==> config.mk <==
export PLATFORM = sky130hd
export DESIGN_NAME = fft8_bitrev_buffer
export DESIGN_NICKNAME = d
export VERILOG_FILES = /design/src/rtl/fft8_bitrev_buffer.sv
export SDC_FILE = /design/constraint.sdc
export NUM_CORES = 1
export LEC_CHECK = 0
export CAP_MARGIN = 5
export CORE_MARGIN = 3
export CORE_UTILIZATION = 45
export CTS_CLUSTER_SIZE = 40
export DETAILED_ROUTE_END_ITERATION = 12
export DONT_BUFFER_PORTS = 1
export SLEW_MARGIN = 25
export SYNTH_ARGS = -nofsm -noshare
export SYNTH_HDL_FRONTEND = slang
export SYNTH_SLANG_ARGS = --single-unit
==> constraint.sdc <==
create_clock -name clk -period 3.1 [get_ports clk]
set_input_delay 0.62 -clock clk [delete_from_list [all_inputs] [get_ports clk]]
set_output_delay 0.62 -clock clk [all_outputs]
set_load 0.05 [all_outputs]
==> src/rtl/fft8_bitrev_buffer.sv <==
// fft8_bitrev_buffer: collects one 2**N-sample frame in natural order and replays it in bit-reversed order.
module fft8_bitrev_buffer #(
    parameter int N  = 3,
    parameter int DW = 8
) (
    input  logic          clk,
    input  logic          rst,
    input  logic [DW-1:0] in_data,
    input  logic          in_valid,
    output logic          in_ready,
    output logic [DW-1:0] out_data,
    output logic          out_valid,
    input  logic          out_ready,
    output logic [N-1:0]  out_idx,
    output logic          out_last
);
    typedef enum logic {FILL, DRAIN} state_t;
    localparam logic [N:0] LAST = {1'b0, {N{1'b1}}};

    state_t        r_state;
    logic [N:0]    r_wr_cnt;
    logic [N:0]    r_rd_cnt;
    logic [DW-1:0] r_mem [2**N];
    logic [N-1:0]  w_wr_addr;
    logic          w_in_xfer;
    logic          w_out_xfer;

    always_comb begin
        w_wr_addr = '0;
        for (int i = 0; i < N; i++) w_wr_addr[i] = r_wr_cnt[N-1-i];
    end

    // handshakes are gated by rst so nothing is offered while reset is held
    assign in_ready   = rst && r_state == FILL;
    assign out_valid  = rst && r_state == DRAIN;
    assign out_data   = out_valid ? r_mem[r_rd_cnt[N-1:0]] : '0;
    assign out_idx    = out_valid ? r_rd_cnt[N-1:0] : '0;
    assign out_last   = out_valid && r_rd_cnt == LAST;
    assign w_in_xfer  = in_valid && in_ready;
    assign w_out_xfer = out_valid && out_ready;

    always_ff @(posedge clk or negedge rst) begin
        if (!rst) begin
            r_state  <= FILL;
            r_wr_cnt <= '0;
            r_rd_cnt <= '0;
        end else if (w_in_xfer) begin
            r_wr_cnt <= r_wr_cnt == LAST ? '0 : r_wr_cnt + 1'b1;
            if (r_wr_cnt == LAST) r_state <= DRAIN;
        end else if (w_out_xfer) begin
            r_rd_cnt <= r_rd_cnt == LAST ? '0 : r_rd_cnt + 1'b1;
            if (r_rd_cnt == LAST) r_state <= FILL;
        end
    end

    always_ff @(posedge clk) begin
        if (w_in_xfer) r_mem[w_wr_addr] <= in_data;
    end
endmodule

==> results.py, run 1 <==
metrics = {
    "critical_path": {
        "crit_fanout": 24,
        "crit_path_cell_trace": "buf_12 > mux2i_1 > a22oi_1 > and3_1",
        "r2r-end": "r_mem[3][6]$_DFFE_PP_",
        "slowest_stage": "dfrtp_2",
        "rr_startpoint": "r_state$_DFFE_PN0P_",
        "critPathRequiredTime_ps": 2480,
        "r2r_cells": 2,
        "crit_path_start_kind": "register",
        "cp.depth": 4,
        "arrival_ps": 2080,
        "end_kind": "primary output",
        "cp_num_buf_inv": 1,
        "slowest_delay_ps": 620,
        "setup.worst_path.class": "register to primary output",
        "r2r_slack_ps": 1220,
        "crit_family": "flip-flops",
    },
    "pwr": {
        "p_sw_mw": 1.04,
        "intPower_mw": 1.95,
        "seqPwrFrac": 0.433,
        "max-vdd-ir-drop_v": 0.000278,
        "p_per_area_mw_per_mm2": 883,
        "switching_share": 0.346,
        "p_clk_frac": 0.271,
        "power_frac_comb": 0.296,
        "p_leak_nw": 1.29,
        "finalPower_mw": 2.99,
    },
    "floorplanning": {
        "core_area_sq_mm": 0.00649,
        "rows": 29,
        "dieArea_sq_mm": 0.00791,
        "dieWidth_um": 88.9,
        "start_util": 0.476,
        "ios": 26,
        "die_h_um": 88.9,
    },
    "placed_design": {
        "dpl_worst_slack_ps": 770,
        "placed_area_sq_mm": 0.00316,
        "place.gp.congestion": 0.734,
        "hpwl_mm": 3.93,
        "io_buffers": 0,
    },
    "cts": {
        "htreeDepth": 3,
        "clockRootBuffer": "clkbuf_8",
        "numClockSinks": 73,
        "cts_made_buffers": 9,
        "clk_pin_slew_ps": 80,
        "cts_tree": "yes",
        "clkLatencyLatePin_ps": 340,
        "cts_max_path_buffers": 2,
    },
    "synth": {
        "ys_types": 26,
        "synth_largest_area_cell": "edfxtp_1",
        "synthSimpleGateAreaFrac": 0.0772,
        "synth_top_family_by_area": "multiplexers",
        "synth_warnings": 0,
        "synth.most_common_cell": "edfxtp_1",
        "synth_top_area_share": 0.621,
        "ys_seq_area_frac": 0.694,
        "synthAdderAreaFrac": 0.0283,
        "synth_compound_area_frac": 0.0473,
        "ys_top_cells_by_area": "edfxtp_1 62%, mux2i_1 11%, dfrtp_1 7.3%",
        "synthArstFlopShare": 0.123,
        "synth_xor_area_frac": 0.00283,
        "synth_nets": 211,
        "synthesis.area_sq_mm": 0.00309,
        "synth_area_per_cell_sq_um": 16.1,
        "synth_common_cells": "64 x edfxtp_1, 33 x mux2i_1, 18 x and3_1, 16 x a22oi_1, 9 x dfrtp_1",
        "synth_edf_count": 64,
        "muxShareOfSynthArea": 0.119,
        "ys_ff_latch": 73,
        "synthCells": 192,
        "ys.flop_type": "edfxtp_1",
    },
    "sta": {
        "hold_violations": 0,
        "slew_violations": 0,
        "fin_tns_setup_ps": 0,
        "finalCritPeriodShare": 0.870,
        "grt_setup_unrepaired": "no",
        "finClkSkew_ps": 6.74,
        "fmax_mhz": 371,
        "worst_pin_slew_ps": 809,
        "relSlewSlack": 0.458,
        "fin_ws_ps": 404,
        "final.min_clock_period_ps": 2700,
        "finalSetupViolCount": 0,
    },
    "route": {
        "wl_per_cell_um": 21.9,
        "via_per_inst": 5.70,
        "wl_met1_mm": 2.77,
        "vias": 1607,
        "dr_wl_met3_um": 267,
        "post-route-drc-count": 0,
        "top_layer": "met4",
        "routed_wl_mm": 6.18,
        "drt-pass1-iter-count": 4,
        "drt-initial-drc-count": 133,
        "antenna_left": 0,
        "dr_wl_met2_mm": 3.11,
    },
    "worst_hold_path": {
        "hold_path.class": "input pin to register",
        "holdPathEnd": "r_mem[7][5]$_DFFE_PP_",
        "holdPathStages": 0,
        "hp-start": "in_data[5]",
    },
    "status": {
        "status": "finished clean",
    },
    "job": {
        "maxCapViolCount": 0,
    },
    "grt": {
        "grt_pass1_wl_mm": 9.40,
        "grt.total_usage": 0.169,
        "overflow": 0,
        "antenna_found_initial": 0,
        "grt_pass1_vias": 1694,
        "grt_start_max_net_pins": 25,
    },
    "finish": {
        "fin_util": 0.521,
        "antennaDiodeCount": 0,
        "final_area_sq_mm": 0.00339,
        "syn_to_final_growth_pct": 9.46,
        "nNetsFinal": 219,
        "drive_gt1_frac": 0.117,
    },
}
-- power groups by stage --
stage | logic, mW | clock network (mW) | registers, mW
floorplan | 0.785 | 0 | 1.25
global placement | 0.859 | 0 | 1.31
CTS | 0.888 | 0.824 | 1.30
finish | 0.885 | 0.810 | 1.29
detailed placement | 0.881 | 0 | 1.32
global route | 0.947 | 0.868 | 1.31
-- stage by stage --
step | cells | hold slack, ps
after global placement | 265 | 325
after floorplan | 192 | 324
after detailed placement | 265 | 325
after CTS | 282 | 354
after global routing | 282 | 348
final | 282 | 368
-- per-layer routing --
metal | up-vias | track usage
met3 | 4 | 0.0479
met1 | 824 | 0.217
met2 | 27 | 0.273
met5 | - | 0
met4 | 0 | 0.0604
li1 | 752 | -
-- kinds of logic after synthesis --
family | after synthesis
adder cells (fa/ha/maj) | 7
AND/OR/NAND/NOR | 41
multiplexers | 36
buffers and inverters | 13
XOR/XNOR | 1
flip-flops | 73
AO/OA/AOI/OAI | 21
-- what timing repair did --
| action | CTS | global route |
|---|---|---|
| setup buffers | 0 | 0 |
| endpoints found under the setup margin | 0 | 0 |
| resized for setup | 0 | 0 |
| hold endpoints to repair | 9 | 0 |
| hold buffers | 1 | 0 |
-- layout make-up --
cell class	count	area, sq um
Tap cell	77	96.3
Inverter	4	15.0
Fill cell	528	3110
Clock inverter	7	93.8
Clock buffer	9	124
Sequential cell	73	2150
Timing Repair Buffer	6	60.1
Multi-Input combinational cell	106	850
-- worst max path at each step --
stage | startpoint | to
after floorplan | rst | out_data[0]
after global placement | r_rd_cnt[2]$_DFFE_PN0P_ | out_data[6]
after detailed placement | r_rd_cnt[1]$_DFFE_PN0P_ | out_data[7]
after CTS | r_rd_cnt[1]$_DFFE_PN0P_ | out_data[7]
after global routing | r_rd_cnt[1]$_DFFE_PN0P_ | out_data[1]
final | r_rd_cnt[1]$_DFFE_PN0P_ | out_data[7]
-- sequential cells by signal (all words and copies together), names as in the netlist --
name and count:
r_state 1, r_rd_cnt 4, r_wr_cnt 4, r_mem 64
-- placed cells by master (no fill, tap or decap), drive strengths merged, types with 3 or more instances in the layout --
| master | Yosys | routed |
|---|---|---|
| ha | 7 | 7 |
| nor2b | 3 | 3 |
| and3 | 18 | 18 |
| a22oi | 16 | 16 |
| buf | 7 | 5 |
| edfxtp | 64 | 64 |
| clkbuf | 2 | 9 |
| nand3b | 3 | 3 |
| clkinv | 0 | 3 |
| and2 | 3 | 3 |
| dfrtp | 9 | 9 |
| nand2 | 7 | 7 |
| nor2 | 4 | 4 |
| mux2 | 3 | 3 |
| o21ai | 4 | 4 |
| mux2i | 33 | 33 |
| inv | 4 | 5 |
Note: power is estimated with default switching activity, not from simulation.
==> inputs of run 2 (changes only) <==
--- a/config.mk
+++ b/config.mk
@@ -12,3 +12,2 @@
 export DETAILED_ROUTE_END_ITERATION = 12
-export DONT_BUFFER_PORTS = 1
 export SLEW_MARGIN = 25
--- a/constraint.sdc
+++ b/constraint.sdc
@@ -3,2 +3,2 @@
 set_output_delay 0.62 -clock clk [all_outputs]
-set_load 0.05 [all_outputs]
+set_load 0.02 [all_outputs]
==> results.py, run 2 (synthesis gave the netlist of run 1 again) <==
metrics = {
    "grt": {
        "grt.total_usage": 0.161,
        "grt_pass1_vias": 1656,
        "antenna_found_initial": 0,
        "grt_pass1_wl_mm": 9.11,
        "overflow": 0,
        "grt_start_max_net_pins": 18,
    },
    "critical_path": {
        "end_kind": "primary output",
        "r2r-end": "r_mem[0][4]$_DFFE_PP_",
        "r2r_cells": 2,
        "rr_startpoint": "r_state$_DFFE_PN0P_",
        "crit_fanout": 12,
        "setup.worst_path.class": "register to primary output",
        "arrival_ps": 2320,
        "r2r_slack_ps": 1290,
        "critPathRequiredTime_ps": 2480,
        "crit_path_start_kind": "register",
    },
    "finish": {
        "nNetsFinal": 245,
        "final_common_cell": "edfxtp_1",
        "antennaDiodeCount": 0,
        "largest_registers": "r_mem (64), r_rd_cnt (4), r_wr_cnt (4)",
        "mostFrequentLayoutCells": "64 x edfxtp_1, 33 x mux2i_1, 25 x clkdlybuf4s50_1",
        "syn_to_final_growth_pct": 16.7,
        "largest_reg_flops": 64,
        "drive_gt1_frac": 0.109,
        "regMostFlops": "r_mem",
        "fin_util": 0.556,
    },
    "sta": {
        "relSlewSlack": 0.658,
        "fin_tns_setup_ps": 0,
        "fmax_mhz": 341,
        "finalCritPeriodShare": 0.947,
        "worst_pin_slew_ps": 513,
        "final.min_clock_period_ps": 2940,
        "finalSetupViolCount": 0,
        "grt_setup_unrepaired": "no",
        "hold_violations": 0,
        "finClkSkew_ps": 11.2,
        "slew_violations": 0,
    },
    "route": {
        "routed_wl_mm": 5.85,
        "via_per_inst": 5.50,
        "vias": 1687,
        "drt-initial-drc-count": 112,
        "drt-pass1-iter-count": 4,
        "antenna_left": 0,
        "wl_per_cell_um": 19.1,
        "post-route-drc-count": 0,
    },
    "cts": {
        "post_cts_buffers": 0,
        "ctsResizeCount": 0,
        "clk_pin_slew_ps": 70,
        "clockRootBuffer": "clkbuf_8",
        "numClockSinks": 73,
        "cts_max_path_buffers": 2,
        "clkLatencyLatePin_ps": 330,
        "cts_made_buffers": 9,
        "cts_tree": "yes",
        "htreeDepth": 3,
        "ctsHoldBuffers": 0,
    },
    "placed_design": {
        "io_buffers": 25,
        "hpwl_mm": 3.93,
        "place.gp.congestion": 0.819,
    },
    "floorplanning": {
        "dieWidth_um": 88.9,
        "die_h_um": 88.9,
        "ios": 26,
        "rows": 29,
        "dieArea_sq_mm": 0.00791,
        "start_util": 0.476,
        "core_area_sq_mm": 0.00649,
    },
    "pwr": {
        "max-vdd-ir-drop_v": 0.000348,
        "p_per_area_mw_per_mm2": 805,
        "p_leak_nw": 1.36,
    },
    "worst_hold_path": {
        "hold_path.class": "register to register",
        "holdPathStages": 1,
        "hp-start": "r_wr_cnt[3]$_DFFE_PN0P_",
        "holdPathEnd": "r_wr_cnt[3]$_DFFE_PN0P_",
    },
    "job": {
        "maxCapViolCount": 0,
    },
    "status": {
        "status": "finished clean",
    },
}
[run 2: per-layer routing]
| layer | wire length, um | up-vias | global-route usage |
|---|---|---|---|
| met5 | 0 | - | 0 |
| met4 | 42 | 0 | 0.0618 |
| met3 | 250 | 5 | 0.0323 |
| met2 | 2670 | 34 | 0.225 |
| met1 | 2890 | 840 | 0.248 |
| li1 | - | 808 | - |
[run 2: stage by stage]
stage / hold WS (ps) / cell area (sq um) / power (mW) / instances / setup WS (ps)
final: 518 / 3610 / 2.91 / 307 / 164
after global routing: 559 / 3610 / 3.07 / 307 / 54.6
after CTS: 521 / 3610 / 2.92 / 307 / 151
after detailed placement: 507 / 3420 / 2.23 / 292 / 239
after global placement: 495 / 3420 / 2.20 / 292 / 262
after floorplan: 324 / 3090 / 1.93 / 192 / 1280
[run 2: critical path, cell delays in order, from the launching register on]
cell             delay, ps
dfrtp_2                570
buf_4                  290
mux2i_1                100
a22oi_1                240
and3_1                 190
clkdlybuf4s50_1        600
[run 2: worst max-delay path by stage]
stage                                        from           to  slack, ps  cells after the start
after floorplan           r_rd_cnt[1]$_DFFE_PN0P_  out_data[6]       1280                      5
after global placement                        rst  out_data[7]        260                      5
after detailed placement                      rst  out_data[6]        240                      5
after CTS                 r_rd_cnt[1]$_DFFE_PN0P_  out_data[1]        150                      5
after global routing      r_rd_cnt[1]$_DFFE_PN0P_  out_data[1]         50                      5
final                     r_rd_cnt[1]$_DFFE_PN0P_  out_data[1]        160                      5
[run 2: report_power, final]
| group | switching (mW) | internal (mW) | leakage [nW] |
|---|---|---|---|
| clock | 0.336 | 0.366 | 0.0844 |
| sequential | 0.113 | 1.17 | 0.689 |
| combinational | 0.482 | 0.436 | 0.589 |
| total | 0.931 | 1.98 | 1.36 |
[run 2: layout make-up]
class | count | area, sq um
tap | 77 | 96.3
fill | 512 | 2890
clock buffer | 10 | 128
clock inverter | 5 | 57.6
inverter | 4 | 15.0
timing repair buffer | 32 | 315
sequential | 73 | 2150
multi-input combinational | 106 | 850
==> inputs of run 3 (changes only) <==
Settings changed: CTS_BUF_LIST set to sky130_fd_sc_hd__clkbuf_4.
==> results.py, run 3 (synthesis gave the netlist of run 1 again) <==
metrics = {
    "sta": {
        "hold_slack_ps": 531,
        "finalCritPeriodShare": 0.972,
        "slew_violations": 0,
        "finalSetupViolCount": 0,
        "final.min_clock_period_ps": 3010,
        "fin_tns_setup_ps": 0,
        "worst_pin_slew_ps": 535,
        "hold_violations": 0,
        "grt_setup_unrepaired": "no",
        "fmax_mhz": 332,
        "relSlewSlack": 0.643,
        "finClkSkew_ps": 17.0,
    },
    "pwr": {
        "p_per_area_mw_per_mm2": 780,
        "p_clk_frac": 0.205,
        "power_frac_comb": 0.330,
        "p_leak_nw": 1.34,
        "max-vdd-ir-drop_v": 0.000322,
        "seqPwrFrac": 0.464,
        "finalPower_mw": 2.78,
        "intPower_mw": 1.86,
        "p_sw_uw": 916,
        "switching_share": 0.330,
    },
    "floorplanning": {
        "start_util": 0.476,
        "ios": 26,
        "dieArea_sq_mm": 0.00791,
        "dieWidth_um": 88.9,
        "die_h_um": 88.9,
        "rows": 29,
        "core_area_sq_mm": 0.00649,
    },
    "grt": {
        "grt_pass1_vias": 1661,
        "grt.total_usage": 0.161,
        "grt_pass1_wl_mm": 9.10,
        "grt_start_max_net_pins": 18,
        "antenna_found_initial": 0,
        "overflow": 0,
    },
    "route": {
        "post-route-drc-count": 0,
        "drt-initial-drc-count": 133,
        "via_per_inst": 5.46,
        "drt-pass1-iter-count": 4,
        "antenna_left": 0,
        "routed_wl_mm": 5.85,
        "wl_per_cell_um": 19.1,
        "vias": 1677,
    },
    "critical_path": {
        "crit_path_start_kind": "register",
        "critPathRequiredTime_ps": 2480,
        "crit_path_cell_trace": "and2_1 > a22oi_1 > and3_1 > clkdlybuf4s50_1",
        "slowest_delay_ps": 540,
        "cp-startpoint": "r_rd_cnt[0]$_DFFE_PN0P_",
        "rr_startpoint": "r_state$_DFFE_PN0P_",
        "crit_fanout": 9,
        "arrival_ps": 2390,
        "slowest_stage": "clkdlybuf4s50_1",
        "crit_family": "simple AND/OR/NAND/NOR gates",
        "cp_num_buf_inv": 1,
        "setup.worst_path.class": "register to primary output",
        "end_kind": "primary output",
    },
    "finish": {
        "syn_to_final_growth_pct": 15.0,
        "drive_gt1_frac": 0.113,
        "mostFrequentLayoutCells": "64 x edfxtp_1, 33 x mux2i_1, 25 x clkdlybuf4s50_1",
        "final_common_cell": "edfxtp_1",
        "largest_registers": "r_mem (64), r_rd_cnt (4), r_wr_cnt (4)",
        "final_area_sq_mm": 0.00356,
        "finalNonFillerCells": 307,
        "antennaDiodeCount": 0,
        "nNetsFinal": 245,
        "largest_reg_flops": 64,
        "regMostFlops": "r_mem",
    },
    "placed_design": {
        "dp_cells": 292,
        "hpwl_mm": 3.93,
        "placed_area_sq_mm": 0.00342,
        "place.gp.congestion": 0.819,
        "io_buffers": 25,
    },
    "cts": {
        "cts_max_path_buffers": 2,
        "clkLatencyLatePin_ps": 400,
        "cts_tree": "yes",
        "clockRootBuffer": "clkbuf_4",
        "post_cts_buffers": 0,
        "htreeDepth": 3,
        "clk_pin_slew_ps": 120,
        "numClockSinks": 73,
        "cts_made_buffers": 9,
    },
    "job": {
        "maxCapViolCount": 0,
    },
    "status": {
        "status": "finished clean",
    },
    "worst_hold_path": {
        "hp-start": "r_wr_cnt[3]$_DFFE_PN0P_",
        "hold_path.class": "register to register",
    },
}
-- run 3: changes by cell type in the layout (fill, tap and decap cells not counted) --
cell / previous run / this run
clkbuf_4: 0 / 10
dfrtp_4: 0 / 1
clkbuf_1: 1 / 0
clkbuf_8: 9 / 0
dfrtp_2: 1 / 0
-- run 3: area by class of cell --
type | instances | area, sq um
flip-flops and latches | 73 | 2150
inverters | 4 | 15.0
well taps | 77 | 96.3
fillers | 520 | 2940
clock buffers | 10 | 75.1
multi-input cells | 106 | 850
clock inverters | 5 | 57.6
repair buffers | 32 | 315
-- run 3: timing repair --
action	in CTS	in global routing
resized for setup	0	1
hold buffers	0	0
endpoints found under the setup margin	0	3
-- run 3: path summary, 6_finish.rpt --
kind,end,slack [ps],depth (start not counted)
min in group asynchronous,r_rd_cnt[0]$_DFFE_PN0P_,540,2
hold / removal,r_wr_cnt[3]$_DFFE_PN0P_,530,1
max in group asynchronous,r_wr_cnt[0]$_DFFE_PN0P_,2380,2
setup reg to reg,r_mem[0][4]$_DFFE_PP_,1280,2
setup / recovery,out_data[7],90,4
hold reg to reg,r_wr_cnt[3]$_DFFE_PN0P_,530,1
-- run 3: metal layers --
layer / GRT usage / vias up / part of all wire
li1: - / 810 / -
met1: 0.246 / 838 / 0.51
met2: 0.225 / 25 / 0.46
met3: 0.0323 / 4 / 0.028
met4: 0.0659 / 0 / 0.0068
met5: 0 / - / 0
-- run 3: power groups by stage --
stage          clock network, mW  logic, mW  registers (mW)
2_1_floorplan                  0      0.679            1.25
3_3_place_gp                   0      0.899            1.30
3_5_place_dp                   0      0.920            1.31
4_1_cts                    0.584      0.922            1.28
5_1_grt                    0.631       1.00            1.31
6_report                   0.570      0.918            1.29
-- run 3: stage by stage --
step                 util  setup WS, ps
floorplan               -          1280
global placement    0.527           262
detailed placement  0.527           239
CTS                 0.548          59.6
global route        0.548          2.15
finish              0.548          86.8
